===== config.mk =====
export PLATFORM = sky130hd
export DESIGN_NAME = mealy_out_collector
export DESIGN_NICKNAME = d
export VERILOG_FILES = /design/src/rtl/mealy_collector_pkg.sv /design/src/rtl/collector_fifo.sv /design/src/rtl/mealy_out_collector.sv
export SDC_FILE = /design/constraint.sdc
export NUM_CORES = 1
export LEC_CHECK = 0
export BUFFER_PORTS_ARGS = -buffer_cell sky130_fd_sc_hd__buf_2
export CAP_MARGIN = 15
export CORE_MARGIN = 10
export CORE_UTILIZATION = 50
export DETAILED_ROUTE_END_ITERATION = 8
export GPL_TIMING_DRIVEN = 0
export PLACE_DENSITY_LB_ADDON = 0.25
export SLEW_MARGIN = 20
export SYNTH_ARGS = -nofsm -noshare
export SYNTH_HDL_FRONTEND = slang
export SYNTH_SLANG_ARGS = --single-unit

===== constraint.sdc =====
create_clock -name clock -period 6.25 [get_ports clock]
set_input_delay 0 -clock clock [delete_from_list [all_inputs] [get_ports clock]]
set_output_delay 0 -clock clock [all_outputs]
set_load 0.02 [all_outputs]

===== src/rtl/mealy_collector_pkg.sv =====
// mealy_collector_pkg: shared output-FSM state codes and handshake polarity
package mealy_collector_pkg;
    typedef enum logic [1:0] {S_IDLE = 2'b00, S_PUT = 2'b01, S_REL = 2'b10} state_t;
    localparam logic DAV_ACTIVE = 1'b0;
endpackage


===== src/rtl/collector_fifo.sv =====
// collector_fifo: power-of-two FIFO with combinational head, occupancy count and full/empty flags
module collector_fifo #(
    parameter int M = 4,
    parameter int DEPTH = 4,
    localparam int AW = $clog2(DEPTH)
) (
    input  logic          clock,
    input  logic          reset,
    input  logic          push,
    input  logic [M-1:0]  din,
    input  logic          pop,
    output logic [M-1:0]  dout,
    output logic [AW:0]   count,
    output logic          full,
    output logic          empty
);
    logic [M-1:0] mem [DEPTH];
    logic [AW-1:0] rd, wr;
    always_ff @(posedge clock) begin
        if (reset) begin
            rd <= '0;
            wr <= '0;
            count <= '0;
        end else begin
            if (push) wr <= wr + 1'b1;
            if (pop) rd <= rd + 1'b1;
            count <= count + (AW+1)'(push) - (AW+1)'(pop);
        end
    end
    // A push while full only happens alongside a pop, so the slot being read is the one refilled
    always_ff @(posedge clock)
        if (push) mem[wr] <= din;
    assign dout = mem[rd];
    assign full = count == (AW+1)'(DEPTH);
    assign empty = count == '0;
endmodule


===== src/rtl/mealy_out_collector.sv =====
// mealy_out_collector: buffers Mealy output samples and delivers them over a 4-phase dav_/rfd handshake.
// Define CHANGE_ONLY_EN to forward only samples that differ from the previous valid one.
module mealy_out_collector
    import mealy_collector_pkg::*;
#(
    parameter int M = 4,
    parameter int DEPTH = 4,
    localparam int AW = $clog2(DEPTH)
) (
    input  logic          clock,
    input  logic          reset,
    input  logic [M-1:0]  z,
    input  logic          z_valid,
    input  logic          rfd,
    output logic [M-1:0]  dato,
    output logic          dav_,
    output logic [AW:0]   count,
    output logic          ovf
);
    state_t state, state_n;
    logic push_req, push_ok, pop, full, empty;
    logic [M-1:0] dout;
`ifdef CHANGE_ONLY_EN
    logic [M-1:0] last;
    logic have_last;
    assign push_req = z_valid && (!have_last || z != last);
    // Tracks every valid sample, dropped or not, so repeats stay suppressed after an overflow
    always_ff @(posedge clock) begin
        if (reset) begin
            last <= '0;
            have_last <= 1'b0;
        end else if (z_valid) begin
            last <= z;
            have_last <= 1'b1;
        end
    end
`else
    assign push_req = z_valid;
`endif
    assign pop = state == S_IDLE && !empty && rfd;
    assign push_ok = push_req && (!full || pop);
    collector_fifo #(.M(M), .DEPTH(DEPTH)) u_fifo (
        .clock(clock),
        .reset(reset),
        .push(push_ok),
        .din(z),
        .pop(pop),
        .dout(dout),
        .count(count),
        .full(full),
        .empty(empty)
    );
    always_comb begin
        state_n = S_IDLE;
        case (state)
            S_IDLE:  state_n = pop ? S_PUT : S_IDLE;
            S_PUT:   state_n = rfd ? S_PUT : S_REL;
            S_REL:   state_n = rfd ? S_IDLE : S_REL;
            default: state_n = S_IDLE;
        endcase
    end
    always_ff @(posedge clock) begin
        if (reset) begin
            state <= S_IDLE;
            dato <= '0;
            dav_ <= ~DAV_ACTIVE;
            ovf <= 1'b0;
        end else begin
            state <= state_n;
            if (pop) dato <= dout;
            dav_ <= (state_n == S_PUT) ? DAV_ACTIVE : ~DAV_ACTIVE;
            if (push_req && full && !pop) ovf <= 1'b1;
        end
    end
endmodule


==> results of run 1 <==
-- metrics by stage --
step | setup WS [ns] | hold slack [ns]
floorplan | 3.99 | 0.0774
global placement | 3.83 | 0.194
detailed placement | 3.84 | 0.203
CTS | 3.81 | 0.133
global route | 3.56 | 0.171
finish | 3.85 | 0.135
-- worst max-delay path by stage --
stage                                       to  slack [ns]  depth (start not counted)
detailed placement  u_fifo.count[2]$_SDFF_PP0_        3.84                          9
floorplan           u_fifo.count[2]$_SDFF_PP0_        3.99                          9
global placement    u_fifo.count[2]$_SDFF_PP0_        3.83                          9
CTS                 u_fifo.count[2]$_SDFF_PP0_        3.81                          9
finish              u_fifo.count[2]$_SDFF_PP0_        3.85                          9
global route        u_fifo.count[2]$_SDFF_PP0_        3.56                          9
-- routing by layer --
| metal | global-route usage | up-vias | wire length (µm) |
|---|---|---|---|
| met5 | 0 | - | 0 |
| met4 | 0.0516 | 0 | 51 |
| met3 | 0.0565 | 6 | 155 |
| met2 | 0.160 | 22 | 1150 |
| met1 | 0.103 | 401 | 919 |
| li1 | - | 420 | - |
-- power by group through the flow --
stage	clock (W)	sequential [W]	combinational, W
after floorplan	0	0.000286	0.000114
after global placement	0	0.000269	0.000168
after detailed placement	0	0.000271	0.000173
after CTS	0.000117	0.000267	0.000177
after global routing	0.000128	0.000271	0.000197
final	0.000115	0.000266	0.000173
-- worst max-delay path: stages (launching register included) --
cell and delay (ns):
dfxtp_1 0.39, nor3_1 0.50, nor2_1 0.14, ha_1 0.30, inv_1 0.03, ha_1 0.18
fa_1 0.38, xnor2_1 0.17, xnor2_1 0.13, nor2_1 0.05
-- timing repair --
action                                  in CTS  in global routing
endpoints found under the setup margin       0                  0
setup buffers                                0                  0
endpoints found under the hold margin       18                  0
hold buffers                                 6                  0
-- sequential cells by signal, indices dropped and copies added (netlist names) --
name and flops:
u_fifo.rd 2, state 2, dato 4, u_fifo.wr 2, u_fifo.count 3, ovf 1, u_fifo.mem 16, dav_ 1
-- synthesized netlist by cell type --
library cell	instances	area [µm²]
mux2_4	1	15.0
edfxtp_1	16	480
a31o_2	1	8.76
nor2b_1	2	12.5
buf_2	1	5.00
xnor2_1	3	26.3
nand3_1	4	20.0
a21oi_1	5	25.0
nor3b_1	2	15.0
a41oi_1	1	8.76
mux2i_1	1	10.0
inv_1	10	37.5
mux4_2	4	90.1
ha_1	6	75.1
nor2_1	7	26.3
nor3_1	2	10.0
a311oi_1	1	8.76
dfxtp_1	15	300
and2_1	4	25.0
clkbuf_1	3	11.3
a31oi_4	1	21.3
buf_6	1	11.3
or3b_1	1	8.76
o21ai_0	6	30.0
fa_1	1	20.0
nand2_1	2	7.51
or3_1	2	12.5
-- area by class of cell --
class                   count  area (µm²)  share of cell area
well taps                  30        37.5              0.0242
flip-flops and latches     31         781               0.504
plain buffers               5        27.5              0.0178
repair buffers             21         135              0.0872
clock buffers               6        41.3              0.0267
multi-input cells          57         477               0.308
inverters                  10        37.5              0.0242
clock inverters             2        12.5             0.00808
-- cells in the final DEF, fill, tap and decap left out, types with 3 or more instances in the layout --
master,n
inv_1,10
xnor2_1,3
clkbuf_1,4
nand3_1,4
and2_1,4
clkbuf_4,5
nor2_1,7
dfxtp_1,15
buf_2,16
mux4_2,4
ha_1,6
o21ai_0,6
a21oi_1,5
dlygate4sd3_1,6
edfxtp_1,16
-- kinds of logic (layout without fill, tap and decap cells) --
group           Yosys count  count (layout)  synth area share
compound gates           15              15            0.0776
xor+xnor                  3               3            0.0199
fa+ha+maj                 7               7            0.0719
buf+inv                  15              44            0.0492
flops                    31              31             0.590
mux                       6               6            0.0870
simple gates             26              26             0.104
==> results.json, run 1 <==
{
  "status": "completed",
  "drtAntennaViolNets": 0,
  "cts_tree": "built",
  "first_global_vias": 888,
  "initial_core_util": 0.529,
  "io_buffers": 15,
  "clock_skew_ns": 0.00793,
  "cts-root-buf": "clkbuf_4",
  "fin_crit_sh": 0.384,
  "grt_max_degree": 11,
  "stdcell_area_um2": 1550,
  "viasPerCell": 5.24,
  "cts_resized": 0,
  "leakagePower_nw": 0.606,
  "rows": 18,
  "avgRoutedWirePerCell_um": 14.1,
  "peakVddDrop_v": 0.000202,
  "insertion_delay_ns": 0.34,
  "hold_viol": 0,
  "ys_seq_area_frac": 0.590,
  "die_w_um": 71.4,
  "max_cap_violations": 0,
  "path_max_fanout": 7,
  "drt_first_pass_iters": 5,
  "io_pins": 17,
  "cts_buffers": 5,
  "r2r_cells": 9,
  "grt_antenna_before_repair": 0,
  "swShare": 0.339,
  "cp-end-kind": "register",
  "nets": 146,
  "rsz0062_at_grt": "no",
  "p_int_w": 0.000366,
  "yosys_warnings": 0,
  "syn-num-nets": 118,
  "diodes": 0,
  "r2r-end": "u_fifo.count[2]$_SDFF_PP0_",
  "cts.path.max_buffers": 2,
  "syn_area_um2": 1320,
  "die_area_um2": 5100,
  "fp.dieH_um": 71.4,
  "fmax_mhz": 417,
  "finalSetupViolCount": 0,
  "dp_hpwl_um": 1620,
  "routed_wl_um": 2280,
  "reg2reg_from": "u_fifo.count[2]$_SDFF_PP0_",
  "drive_gt1_frac": 0.235,
  "min_from": "reset",
  "drc": 0,
  "total_power_w": 0.000554,
  "grtUsageTotal": 0.100,
  "min_period_ns": 2.40,
  "dp_cells": 148,
  "coreArea_um2": 2500,
  "synth_cell_type_count": 27,
  "clock-sinks": 31,
  "avgSynthCellArea_um2": 12.8,
  "grt_pass1_wl_um": 4040,
  "p_clk_frac": 0.207,
  "final_cells": 162,
  "h-tree-depth": 2,
  "sequentialPowerShare": 0.480,
  "r2r_setup_slack_ns": 3.85,
  "critPathLaunch": "u_fifo.count[2]$_SDFF_PP0_",
  "setup-tns-final_ns": 0,
  "pwr-share-comb": 0.313,
  "whs_path_depth": 3,
  "slew_headroom": 0.634,
  "grt-ovfl-total": 0,
  "cp-start-kind": "register",
  "yosys_register_bits": 31,
  "required_ns": 6.47,
  "fill_cells": 214,
  "worstPathArrival_ns": 2.62,
  "final_util": 0.620,
  "placed_area_um2": 1440,
  "worst_hold_path.endpoint": "u_fifo.wr[0]$_SDFFE_PP0P_",
  "drt_iter0_markers": 73,
  "drv_slew": 0,
  "worst_pin_slew_ns": 0.545,
  "clkSlewWorstSetupHoldPaths_ns": 0.10,
  "powerDensity_nw_per_um2": 357,
  "path_class": "reg -> reg",
  "switchingPower_w": 0.000188,
  "area_growth_pct": 17.1,
  "hold_path_class": "in -> reg",
  "netlist_instances": 103,
  "vias": 849,
  "gp_congestion": 0.693
}
(Power assumes the default switching activity.)
==> run 2: changes to the inputs <==
==> constraint.sdc (replaced) <==
create_clock -name clock -period 2.4 [get_ports clock]
set_input_delay 0 -clock clock [delete_from_list [all_inputs] [get_ports clock]]
set_output_delay 0 -clock clock [all_outputs]
set_load 0.02 [all_outputs]
==> run 2 against run 1 <==
Clock skew is essentially flat. Die area stayed put. Register-to-register slack worse by 3.7 ns. Critical path depth grew 1. Largest power group unchanged. Highest routed layer unchanged.
==> results.json, run 2 (synthesized netlist as in run 1, its figures left out) <==
{
  "clkSlewWorstSetupHoldPaths_ns": 0.10,
  "top_regs": "u_fifo.mem: 16 flops, dato: 4 flops, u_fifo.count: 3 flops",
  "rsz0062_at_grt": "no",
  "drtAntennaViolNets": 0,
  "worst_hold_path.endpoint": "u_fifo.wr[0]$_SDFFE_PP0P_",
  "swShare": 0.343,
  "drv_slew": 0,
  "worst_hold_slack_ns": 0.135,
  "powerDensity_nw_per_um2": 937,
  "clock_skew_ns": 0.00813,
  "whs_path_depth": 3,
  "path_max_fanout": 9,
  "hold_path_class": "in -> reg",
  "cp-start-kind": "register",
  "status": "completed",
  "grt_pass1_wl_um": 4070,
  "fin_crit_sh": 0.931,
  "leakagePower_nw": 0.609,
  "io_pins": 17,
  "initial_core_util": 0.529,
  "fill_cells": 212,
  "io_buffers": 15,
  "cts-root-buf": "clkbuf_4",
  "grt_antenna_before_repair": 0,
  "slew_headroom": 0.648,
  "min_period_ns": 2.23,
  "peakVddDrop_v": 0.000619,
  "stdcell_area_um2": 1560,
  "final_cells": 162,
  "insertion_delay_ns": 0.34,
  "routed_wl_um": 2290,
  "worst_pin_slew_ns": 0.527,
  "switchingPower_w": 0.000502,
  "viasPerCell": 5.24,
  "h-tree-depth": 2,
  "cts_buffers": 5,
  "die_w_um": 71.4,
  "dp_hpwl_um": 1620,
  "regMostFlops": "u_fifo.mem",
  "worstPathArrival_ns": 2.45,
  "dp_cells": 148,
  "grt-ovfl-total": 0,
  "grtUsageTotal": 0.101,
  "largest_register_ff_count": 16,
  "drive_gt1_frac": 0.250,
  "gp_congestion": 0.693,
  "cts.path.max_buffers": 2,
  "r2r-end": "u_fifo.count[2]$_SDFF_PP0_",
  "placed_area_um2": 1440,
  "max_cap_violations": 0,
  "critPathLaunch": "state[1]$_SDFF_PP0_",
  "die_area_um2": 5100,
  "cts_setup_buffers": 0,
  "r2r_setup_slack_ns": 0.17,
  "min_from": "reset",
  "reg2reg_from": "state[1]$_SDFF_PP0_",
  "avgRoutedWirePerCell_um": 14.1,
  "first_global_vias": 894,
  "nets": 146,
  "drt_first_pass_iters": 5,
  "rows": 18,
  "path_class": "reg -> reg",
  "drc": 0,
  "area_growth_pct": 18.2,
  "p_clk_frac": 0.204,
  "pwr-share-comb": 0.316,
  "drt_iter0_markers": 81,
  "p_int_w": 0.000962,
  "multiInputGateArea_um2": 490,
  "cts_tree": "built",
  "ff_latch_area_um2": 781,
  "cp-end-kind": "register",
  "coreArea_um2": 2500,
  "fmax_mhz": 448,
  "finalSetupViolCount": 0,
  "clock-sinks": 31,
  "diodes": 0,
  "final_util": 0.625,
  "hold_viol": 0,
  "grt_max_degree": 11,
  "r2r_cells": 10,
  "required_ns": 2.62,
  "layout_common_cells": "16 x buf_2, 16 x edfxtp_1, 15 x dfxtp_1",
  "fp.dieH_um": 71.4,
  "vias": 849,
  "sequentialPowerShare": 0.480
}
## run 2: worst max-delay path, cell delays in order (launching register included)
cell	delay (ns)
dfxtp_1	0.36
or3b_1	0.39
buf_6	0.15
nor2_2	0.14
ha_1	0.13
inv_1	0.03
ha_1	0.18
fa_1	0.38
xnor2_1	0.17
xnor2_1	0.13
nor2_1	0.05
## run 2: cell type report
type | count | area share
Timing Repair Buffer | 21 | 0.0865
Buffer | 5 | 0.0176
Tap cell | 30 | 0.0240
Inverter | 10 | 0.0240
Sequential cell | 31 | 0.500
Multi-Input combinational cell | 57 | 0.314
Clock inverter | 2 | 0.00801
Clock buffer | 6 | 0.0264
## run 2: repair_timing
action / CTS / global route
pin swaps: 0 / 0
resized for setup: 1 / 2
hold buffers: 6 / 0
hold endpoints to repair: 18 / 0
setup endpoints to repair: 1 / 1
cloned: 0 / 0
## run 2: power groups by stage
stage / Combinational, W / Sequential (W) / Clock [W]
finish: 0.000463 / 0.000702 / 0.000298
global route: 0.000526 / 0.000716 / 0.000334
CTS: 0.000463 / 0.000697 / 0.000306
detailed placement: 0.000451 / 0.000706 / 0
global placement: 0.000437 / 0.000702 / 0
floorplan: 0.000298 / 0.000744 / 0
## run 2: per-layer routing
layer	part of all wire	GRT usage	routed length [µm]
met1	0.40	0.104	925
met2	0.51	0.161	1160
met3	0.068	0.0565	155
met4	0.022	0.0516	51
met5	0	0	0
## run 2: worst max-delay path by stage
stage	end	slack, ns
after global placement	u_fifo.count[2]$_SDFF_PP0_	-0.02
after detailed placement	u_fifo.count[2]$_SDFF_PP0_	-0.01
after CTS	u_fifo.count[2]$_SDFF_PP0_	0.11
after global routing	u_fifo.count[2]$_SDFF_PP0_	0.02
final	u_fifo.count[2]$_SDFF_PP0_	0.17
after floorplan	u_fifo.count[2]$_SDFF_PP0_	0.14
## run 2: per-stage QoR
| step | power [W] | worst slack [ns] | TNS [ns] |
|---|---|---|---|
| 3_5_place_dp | 0.00116 | -0.0122 | -0.0122 |
| 6_report | 0.00146 | 0.166 | 0 |
| 3_3_place_gp | 0.00114 | -0.0152 | -0.0152 |
| 4_1_cts | 0.00147 | 0.113 | 0 |
| 5_1_grt | 0.00158 | 0.0173 | 0 |
| 2_1_floorplan | 0.00104 | 0.144 | 0 |
